`config.mk`:
```
export PLATFORM = sky130hd
export DESIGN_NAME = neuron_mac_sequencer_flat
export DESIGN_NICKNAME = d
export VERILOG_FILES = /design/src/rtl/neuron_mac_sequencer_pkg.sv /design/src/rtl/neuron_mac_sequencer_if.sv /design/src/rtl/neuron_mac_sequencer_multi4bit.sv /design/src/rtl/neuron_mac_sequencer.sv /design/src/flat_wrapper.sv
export SDC_FILE = /design/constraint.sdc
export NUM_CORES = 1
export LEC_CHECK = 0
export CAP_MARGIN = 20
export CORE_MARGIN = 4
export CORE_UTILIZATION = 50
export CTS_CLUSTER_DIAMETER = 150
export DETAILED_ROUTE_END_ITERATION = 7
export PLACE_DENSITY = 0.74
export SLEW_MARGIN = 10
export SYNTH_ARGS = -nofsm -noshare
export SYNTH_HDL_FRONTEND = slang
export SYNTH_SLANG_ARGS = --single-unit
```
`constraint.sdc`:
```
create_clock -name clk -period 3.2 [get_ports clk]
set_input_delay 0.32 -clock clk [delete_from_list [all_inputs] [get_ports clk]]
set_output_delay 0.32 -clock clk [all_outputs]
set_load 0.005 [all_outputs]
```
`src/rtl/neuron_mac_sequencer_pkg.sv`:
```
// Shared types and arithmetic helpers for the ANN layer controllers.
package neuron_mac_sequencer_pkg;

    typedef enum logic [1:0] {
        IDLE  = 2'd0,
        LOAD  = 2'd1,
        DRAIN = 2'd2,
        DONE  = 2'd3
    } state_t;

    localparam int MULT_W = 8;

    // Wide enough for any practical accumulator; callers keep their own width <= SAT_W-1.
    localparam int SAT_W = 64;

    typedef struct packed {
        logic             sat;
        logic [SAT_W-1:0] value;
    } sat_sum_t;

    // Unsigned add that clamps to 2^width-1 and flags the clamp.
    function automatic sat_sum_t sat_add(input logic [SAT_W-1:0]  acc,
                                         input logic [MULT_W-1:0] addend,
                                         input int unsigned       width);
        logic [SAT_W:0] total;
        logic [SAT_W:0] limit;
        sat_sum_t       r;
        total = {1'b0, acc} + {{(SAT_W + 1 - MULT_W){1'b0}}, addend};
        limit = ((SAT_W + 1)'(1) << width) - (SAT_W + 1)'(1);
        if (total > limit) begin
            r.sat   = 1'b1;
            r.value = limit[SAT_W-1:0];
        end else begin
            r.sat   = 1'b0;
            r.value = total[SAT_W-1:0];
        end
        return r;
    endfunction

endpackage

```
`src/rtl/neuron_mac_sequencer_if.sv`:
```
// Input/weight stream, result handshake and control for one neuron MAC sequencer.
interface neuron_mac_sequencer_if #(
    parameter int ACC_W = 12
);
    logic             start;
    logic             in_valid;
    logic             in_ready;
    logic [3:0]       x;
    logic [3:0]       w;
    logic             out_valid;
    logic             out_ready;
    logic [ACC_W-1:0] sum;
    logic             overflow;
    logic             busy;

    modport master (
        output start, in_valid, x, w, out_ready,
        input  in_ready, out_valid, sum, overflow, busy
    );

    modport slave (
        input  start, in_valid, x, w, out_ready,
        output in_ready, out_valid, sum, overflow, busy
    );
endinterface

```
`src/rtl/neuron_mac_sequencer_multi4bit.sv`:
```
// Shared unsigned 4x4 -> 8 bit combinational multiplier.
module multi4bit
    import neuron_mac_sequencer_pkg::*;
(
    input  logic [3:0]        a,
    input  logic [3:0]        b,
    output logic [MULT_W-1:0] p
);
    assign p = {4'b0000, a} * {4'b0000, b};
endmodule

```
`src/rtl/neuron_mac_sequencer.sv`:
```
// Time-shares one 4x4 multiplier over N_INPUTS x/w pairs into a saturating accumulator.
//   state | meaning
//   IDLE  | waiting for start; sum holds last result
//   LOAD  | accepting pairs, one per cycle when in_valid
//   DRAIN | last product in flight, folded into acc on exit
//   DONE  | out_valid with stable sum/overflow until out_ready
module neuron_mac_sequencer
    import neuron_mac_sequencer_pkg::*;
#(
    parameter int N_INPUTS = 4,
    parameter int ACC_W    = 12
) (
    input logic                  clk,
    input logic                  rst,
    neuron_mac_sequencer_if.slave bus
);
    localparam int               CNT_W = $clog2(N_INPUTS) + 1;
    localparam logic [CNT_W-1:0] LAST  = CNT_W'(N_INPUTS - 1);

    state_t             state_q;
    state_t             state_d;
    logic [CNT_W-1:0]   cnt_q;
    logic [MULT_W-1:0]  prod_d;
    logic [MULT_W-1:0]  prod_q;
    logic               prod_v_q;
    logic [ACC_W-1:0]   acc_q;
    logic               ovf_q;

    logic               accept;
    logic               last_accept;
    logic               clear;
    sat_sum_t           acc_next;
    logic [ACC_W-1:0]   acc_sat_value;
    logic [SAT_W-ACC_W-1:0] acc_hi_unused;

    multi4bit u_mult (
        .a (bus.x),
        .b (bus.w),
        .p (prod_d)
    );

    assign accept      = (state_q == LOAD) && bus.in_valid;
    assign last_accept = accept && (cnt_q == LAST);
    assign clear       = (state_q == IDLE) && bus.start;

    assign acc_next = sat_add(SAT_W'(acc_q), prod_q, ACC_W);
    assign {acc_hi_unused, acc_sat_value} = acc_next.value;

    always_comb begin
        state_d       = state_q;
        bus.in_ready  = 1'b0;
        bus.out_valid = 1'b0;
        bus.busy      = (state_q != IDLE);
        bus.sum       = acc_q;
        bus.overflow  = ovf_q;
        unique case (state_q)
            IDLE: begin
                if (bus.start) state_d = LOAD;
            end
            LOAD: begin
                bus.in_ready = 1'b1;
                if (last_accept) state_d = DRAIN;
            end
            // The last product lands in acc on the same edge that leaves DRAIN.
            DRAIN: begin
                if (prod_v_q) state_d = DONE;
            end
            DONE: begin
                bus.out_valid = 1'b1;
                if (bus.out_ready) state_d = IDLE;
            end
            default: state_d = IDLE;
        endcase
    end

    always_ff @(posedge clk) begin
        if (rst) begin
            state_q  <= IDLE;
            cnt_q    <= '0;
            prod_q   <= '0;
            prod_v_q <= 1'b0;
            acc_q    <= '0;
            ovf_q    <= 1'b0;
        end else begin
            state_q  <= state_d;
            prod_v_q <= accept;
            if (accept) prod_q <= prod_d;
            if (clear) begin
                cnt_q <= '0;
                acc_q <= '0;
                ovf_q <= 1'b0;
            end else begin
                if (accept && !last_accept) cnt_q <= cnt_q + 1'b1;
                if (prod_v_q) begin
                    acc_q <= acc_sat_value;
                    if (acc_next.sat) ovf_q <= 1'b1;
                end
            end
        end
    end

endmodule

```
`src/flat_wrapper.sv`:
```
// flat-port wrapper written by rule: the top's interface ports become plain ports
module neuron_mac_sequencer_flat import neuron_mac_sequencer_pkg::*;
#(
    parameter int N_INPUTS = 4,
    parameter int ACC_W    = 12
)
  (clk, rst, bus_start, bus_in_valid, bus_x, bus_w, bus_out_ready, bus_in_ready, bus_out_valid, bus_sum, bus_overflow, bus_busy);
  neuron_mac_sequencer_if #(.ACC_W(ACC_W)) bus_i ();
  input logic clk;
  input logic rst;
  input wire logic [$bits(bus_i.start)-1:0] bus_start;
  input wire logic [$bits(bus_i.in_valid)-1:0] bus_in_valid;
  input wire logic [$bits(bus_i.x)-1:0] bus_x;
  input wire logic [$bits(bus_i.w)-1:0] bus_w;
  input wire logic [$bits(bus_i.out_ready)-1:0] bus_out_ready;
  output wire logic [$bits(bus_i.in_ready)-1:0] bus_in_ready;
  output wire logic [$bits(bus_i.out_valid)-1:0] bus_out_valid;
  output wire logic [$bits(bus_i.sum)-1:0] bus_sum;
  output wire logic [$bits(bus_i.overflow)-1:0] bus_overflow;
  output wire logic [$bits(bus_i.busy)-1:0] bus_busy;
  assign bus_i.start = bus_start;
  assign bus_i.in_valid = bus_in_valid;
  assign bus_i.x = bus_x;
  assign bus_i.w = bus_w;
  assign bus_i.out_ready = bus_out_ready;
  assign bus_in_ready = bus_i.in_ready;
  assign bus_out_valid = bus_i.out_valid;
  assign bus_sum = bus_i.sum;
  assign bus_overflow = bus_i.overflow;
  assign bus_busy = bus_i.busy;
  neuron_mac_sequencer #(.N_INPUTS(N_INPUTS), .ACC_W(ACC_W)) u_core (.clk(clk), .rst(rst), .bus(bus_i));
endmodule
```
==> results by group, run 1 <==
Synth
  • Post-synthesis adder-cell area fraction: 0.223
  • Synthesis warning total: 0
  • Synthesized area: 1960 µm²
  • Post-synth top area cell: dfxtp_1
  • Compound-Gate Fraction of Synth Area: 0.219
  • EDFF count, synth: 0
  • Syn Nets: 275
  • Post-Syn Area per Cell: 8.53 µm²
  • Largest family of logic cells by synthesized area: adder cells
  • Simple logic cell fraction of the synthesized area: 0.189
  • Post-synthesis share of cell area spent on xor and xnor gates: 0.0357
  • Leading cell types by count after synthesis: 29 x nand2_1, 27 x dfxtp_1, 27 x ha_1
  • Register bit count reported by yosys: 27
  • Top post-synthesis cells by area: dfxtp_1 28%, ha_1 17%, a21oi_1 6.1%
  • Share of synthesized area spent on multiplexers: 0.0153
  • Unique masters post-synth: 44
  • Asr flop ratio synth: 0
  • Gate Count Post-Synth: 230
  • Library cell with the highest instance count after synthesis: nand2_1
  • Sequential element share of the synthesized area: 0.276
  • Predominant post-synthesis flop cell: dfxtp_1
  • Post-synth top area share: 0.276

Global route
  • First-pass GRT wire length: 7.07 mm
  • Overall routing resource usage: 0.171
  • Maximum number of pins on one net before global-route repair: 17
  • Initial antenna violation count: 0
  • Remaining global-route overflow: 0
  • Via count of the first global-routing pass: approximately 1600

Detailed routing
  • Routed WL per cell: 13.6 µm
  • Number of vias per cell: 5.46
  • Total number of vias: between 1500 and 2000
  • Highest metal layer used by the detailed router: met4
  • Met1 wire length: 1.89 mm
  • Overall routed net length: 4.25 mm
  • Remaining DRCs: 0
  • Sum of met2 wire segment lengths after detailed routing: 2.23 mm
  • Initial DRT Pass Iterations: 4
  • Number of routed nets with antenna violations: 0
  • Amount of wire on met3 after detailed routing: 102 µm
  • Iter 0 DRT Violations: 92

Finish
  • Area growth syn-to-layout: 22.4%
  • Filler Cells Inserted: 335
  • Area taken by multi-input logic gates: 1350 µm²
  • Ratio of cells with drive above 1 in the final layout: 0.0868
  • Number of nets in the layout: between 300 and 400
  • Final design instance area without fill: 2400 µm²
  • Number of inserted diodes: 0
  • Total area of sequential cells: 541 µm²

Timing
  • Final Critical Period: 3010 ps
  • WHS: about 470 ps
  • Setup-failing EPs final: 0
  • Setup ws final: 190 ps
  • Share of the clock period used by the worst path after layout: 0.941
  • Worst clock skew on the final layout: 11.2 ps
  • Setup repair after global routing missed its margin: false
  • Number of pins with negative max-slew slack in the final report: 0
  • Highest attainable clock frequency: 0.332 GHz
  • Final hold vios: 0
  • Headroom to the max-slew limit: 0.600
  • Actual slew at the worst max-slew pin: 596 ps

Worst setup path
  • Required arrival time at the worst endpoint: 3380 ps
  • Arr. time, crit path: ~3200 ps
  • Count of cells along the worst register-to-register path: 8
  • Critical path fanouts, max: 4
  • CP endpoint kind: flop
  • Setup crit start kind: input port
  • Type of the setup path with the least slack: in2reg

Hold path
  • Cell count of the worst hold path: 2
  • Hold crit path type: reg2reg

CTS
  • Cts bufs inserted: 3
  • Root Buffer Master: clkbuf_8
  • Clock-pin transition on the worst setup and hold timing paths: 100 ps
  • Total of hold buffers inserted after clock tree synthesis: 0
  • Level count of the clock H-tree: 1
  • Post-CTS Setup Inserts: 0
  • Max Buffers Root-to-Sink: 2
  • Clock network latency to the later pin of the worst-skew pair: between 200 and 300 ps
  • Clock sink count: 27
  • CTS tree: done

Place
  • Number of input and output port buffers inserted: 28
  • Post-placement setup slack: -177 ps
  • Half-perimeter wire length after detailed placement: around 3.3 mm
  • DP Area: ~2300 µm²
  • RD Place Congestion: 0.818

Floorplanning
  • Floorplan die height: ~70 µm
  • Area of the core region: 3720 µm²
  • Die Area: ~5000 µm²
  • Number of top-level design ports: 29
  • Std-Cell Rows: 22
  • Starting Density: 0.528
  • Chip width: 70.6 µm

Pwr
  • IR Drop Worst-Case VDD: between 200 and 250 µV
  • Pwr dens: 430 nW/µm²
  • Leak pwr: 0.00105 µW

Run
  • Max Cap Violations: 0

Status
  • Status: completed
[routing by layer]
metal	vias up	global-route usage
li1	884	-
met5	-	0
met1	801	0.201
met4	0	0.0522
met3	2	0.0156
met2	23	0.326
[sequential cells by signal, summed over array words and instances (netlist names)]
signal / cells
u_core.bus.overflow: 1
u_core.bus.sum: 12
u_core.cnt_q: 3
u_core.prod_q: 8
u_core.prod_v_q: 1
u_core.state_q: 2
[layout make-up]
class	count	area share
flip-flops and latches	27	0.225
clock buffers	3	0.0172
inverters	17	0.0266
multi-input cells	181	0.560
well taps	48	0.0250
repair buffers	36	0.143
clock inverters	1	0.00313
[worst paths after layout]
check,start,to,slack [ps]
min,u_core.prod_q[0],u_core.prod_q[0],470
max reg2reg,u_core.bus.sum[0],u_core.bus.sum[10],930
min reg2reg,u_core.prod_q[0],u_core.prod_q[0],470
max,bus_w[2],u_core.prod_q[7],190
[metrics by stage]
step | std cells | total power [µW] | utilization | setup TNS, ps
2_1_floorplan | 230 | 686 | - | 0
3_3_place_gp | 309 | 825 | 0.630 | -169
3_5_place_dp | 309 | 838 | 0.630 | -341
4_1_cts | 313 | 1040 | 0.643 | 0
5_1_grt | 313 | 1110 | 0.646 | 0
6_report | 313 | 1030 | 0.646 | 0
[cells in the final DEF, fill, tap and decap left out, drive strengths merged, types with 3 or more instances in the layout]
| master | Yosys | routed |
|---|---|---|
| clkbuf | 4 | 3 |
| and2 | 13 | 13 |
| xnor2 | 5 | 5 |
| dfxtp | 27 | 27 |
| buf | 1 | 8 |
| fa | 5 | 5 |
| nor2 | 15 | 15 |
| nand2 | 29 | 29 |
| a21o | 5 | 5 |
| xor2 | 3 | 3 |
| clkdlybuf4s50 | 0 | 27 |
| nand4 | 3 | 3 |
| o21ai | 12 | 12 |
| a211oi | 5 | 5 |
| ha | 27 | 27 |
| a21oi | 25 | 25 |
| mux2i | 3 | 3 |
| inv | 17 | 17 |
| nor3 | 3 | 3 |
[worst max-delay path, stage by stage]
cell,delay [ps]
clkdlybuf4s50_1,510
nand2_1,90
fa_1,510
inv_1,50
fa_1,460
ha_1,310
a21o_1,150
a21oi_1,180
o21ai_0,150
mux2i_1,140
a311o_1,310
[report_power, final]
part	switching, µW	internal [µW]
registers	37.1	375
clock network	112	88.4
logic	222	199
[timing repair]
action	4_1_cts	5_1_grt
hold endpoints to repair	0	0
endpoints found under the setup margin	0	1
resized for setup	0	3
[logic make-up after synthesis]
kind of cell / count (synthesis)
compound gates: 63
xor+xnor: 8
fa+ha+maj: 32
buf+inv: 22
flops: 27
mux: 3
simple gates: 75
Note: power is estimated with default switching activity, not from simulation.
==> inputs of run 2 (changes only) <==
--- a/config.mk
+++ b/config.mk
@@ -10,6 +10,7 @@
 export CORE_UTILIZATION = 50
 export CTS_CLUSTER_DIAMETER = 150
 export DETAILED_ROUTE_END_ITERATION = 7
+export GPL_ROUTABILITY_DRIVEN = 0
 export PLACE_DENSITY = 0.74
 export SLEW_MARGIN = 10
 export SYNTH_ARGS = -nofsm -noshare
==> results of run 2 <==
Same layout as run 1: the final DEF is identical, and so are final timing and power.
==> inputs of run 3 (changes only) <==
--- a/config.mk
+++ b/config.mk
@@ -12,7 +12,7 @@
 export DETAILED_ROUTE_END_ITERATION = 7
 export GPL_ROUTABILITY_DRIVEN = 0
 export PLACE_DENSITY = 0.74
-export SLEW_MARGIN = 10
+export SLEW_MARGIN = 20
 export SYNTH_ARGS = -nofsm -noshare
 export SYNTH_HDL_FRONTEND = slang
 export SYNTH_SLANG_ARGS = --single-unit
==> results of run 3 <==
Same layout as run 1: the final DEF is identical, and so are final timing and power.
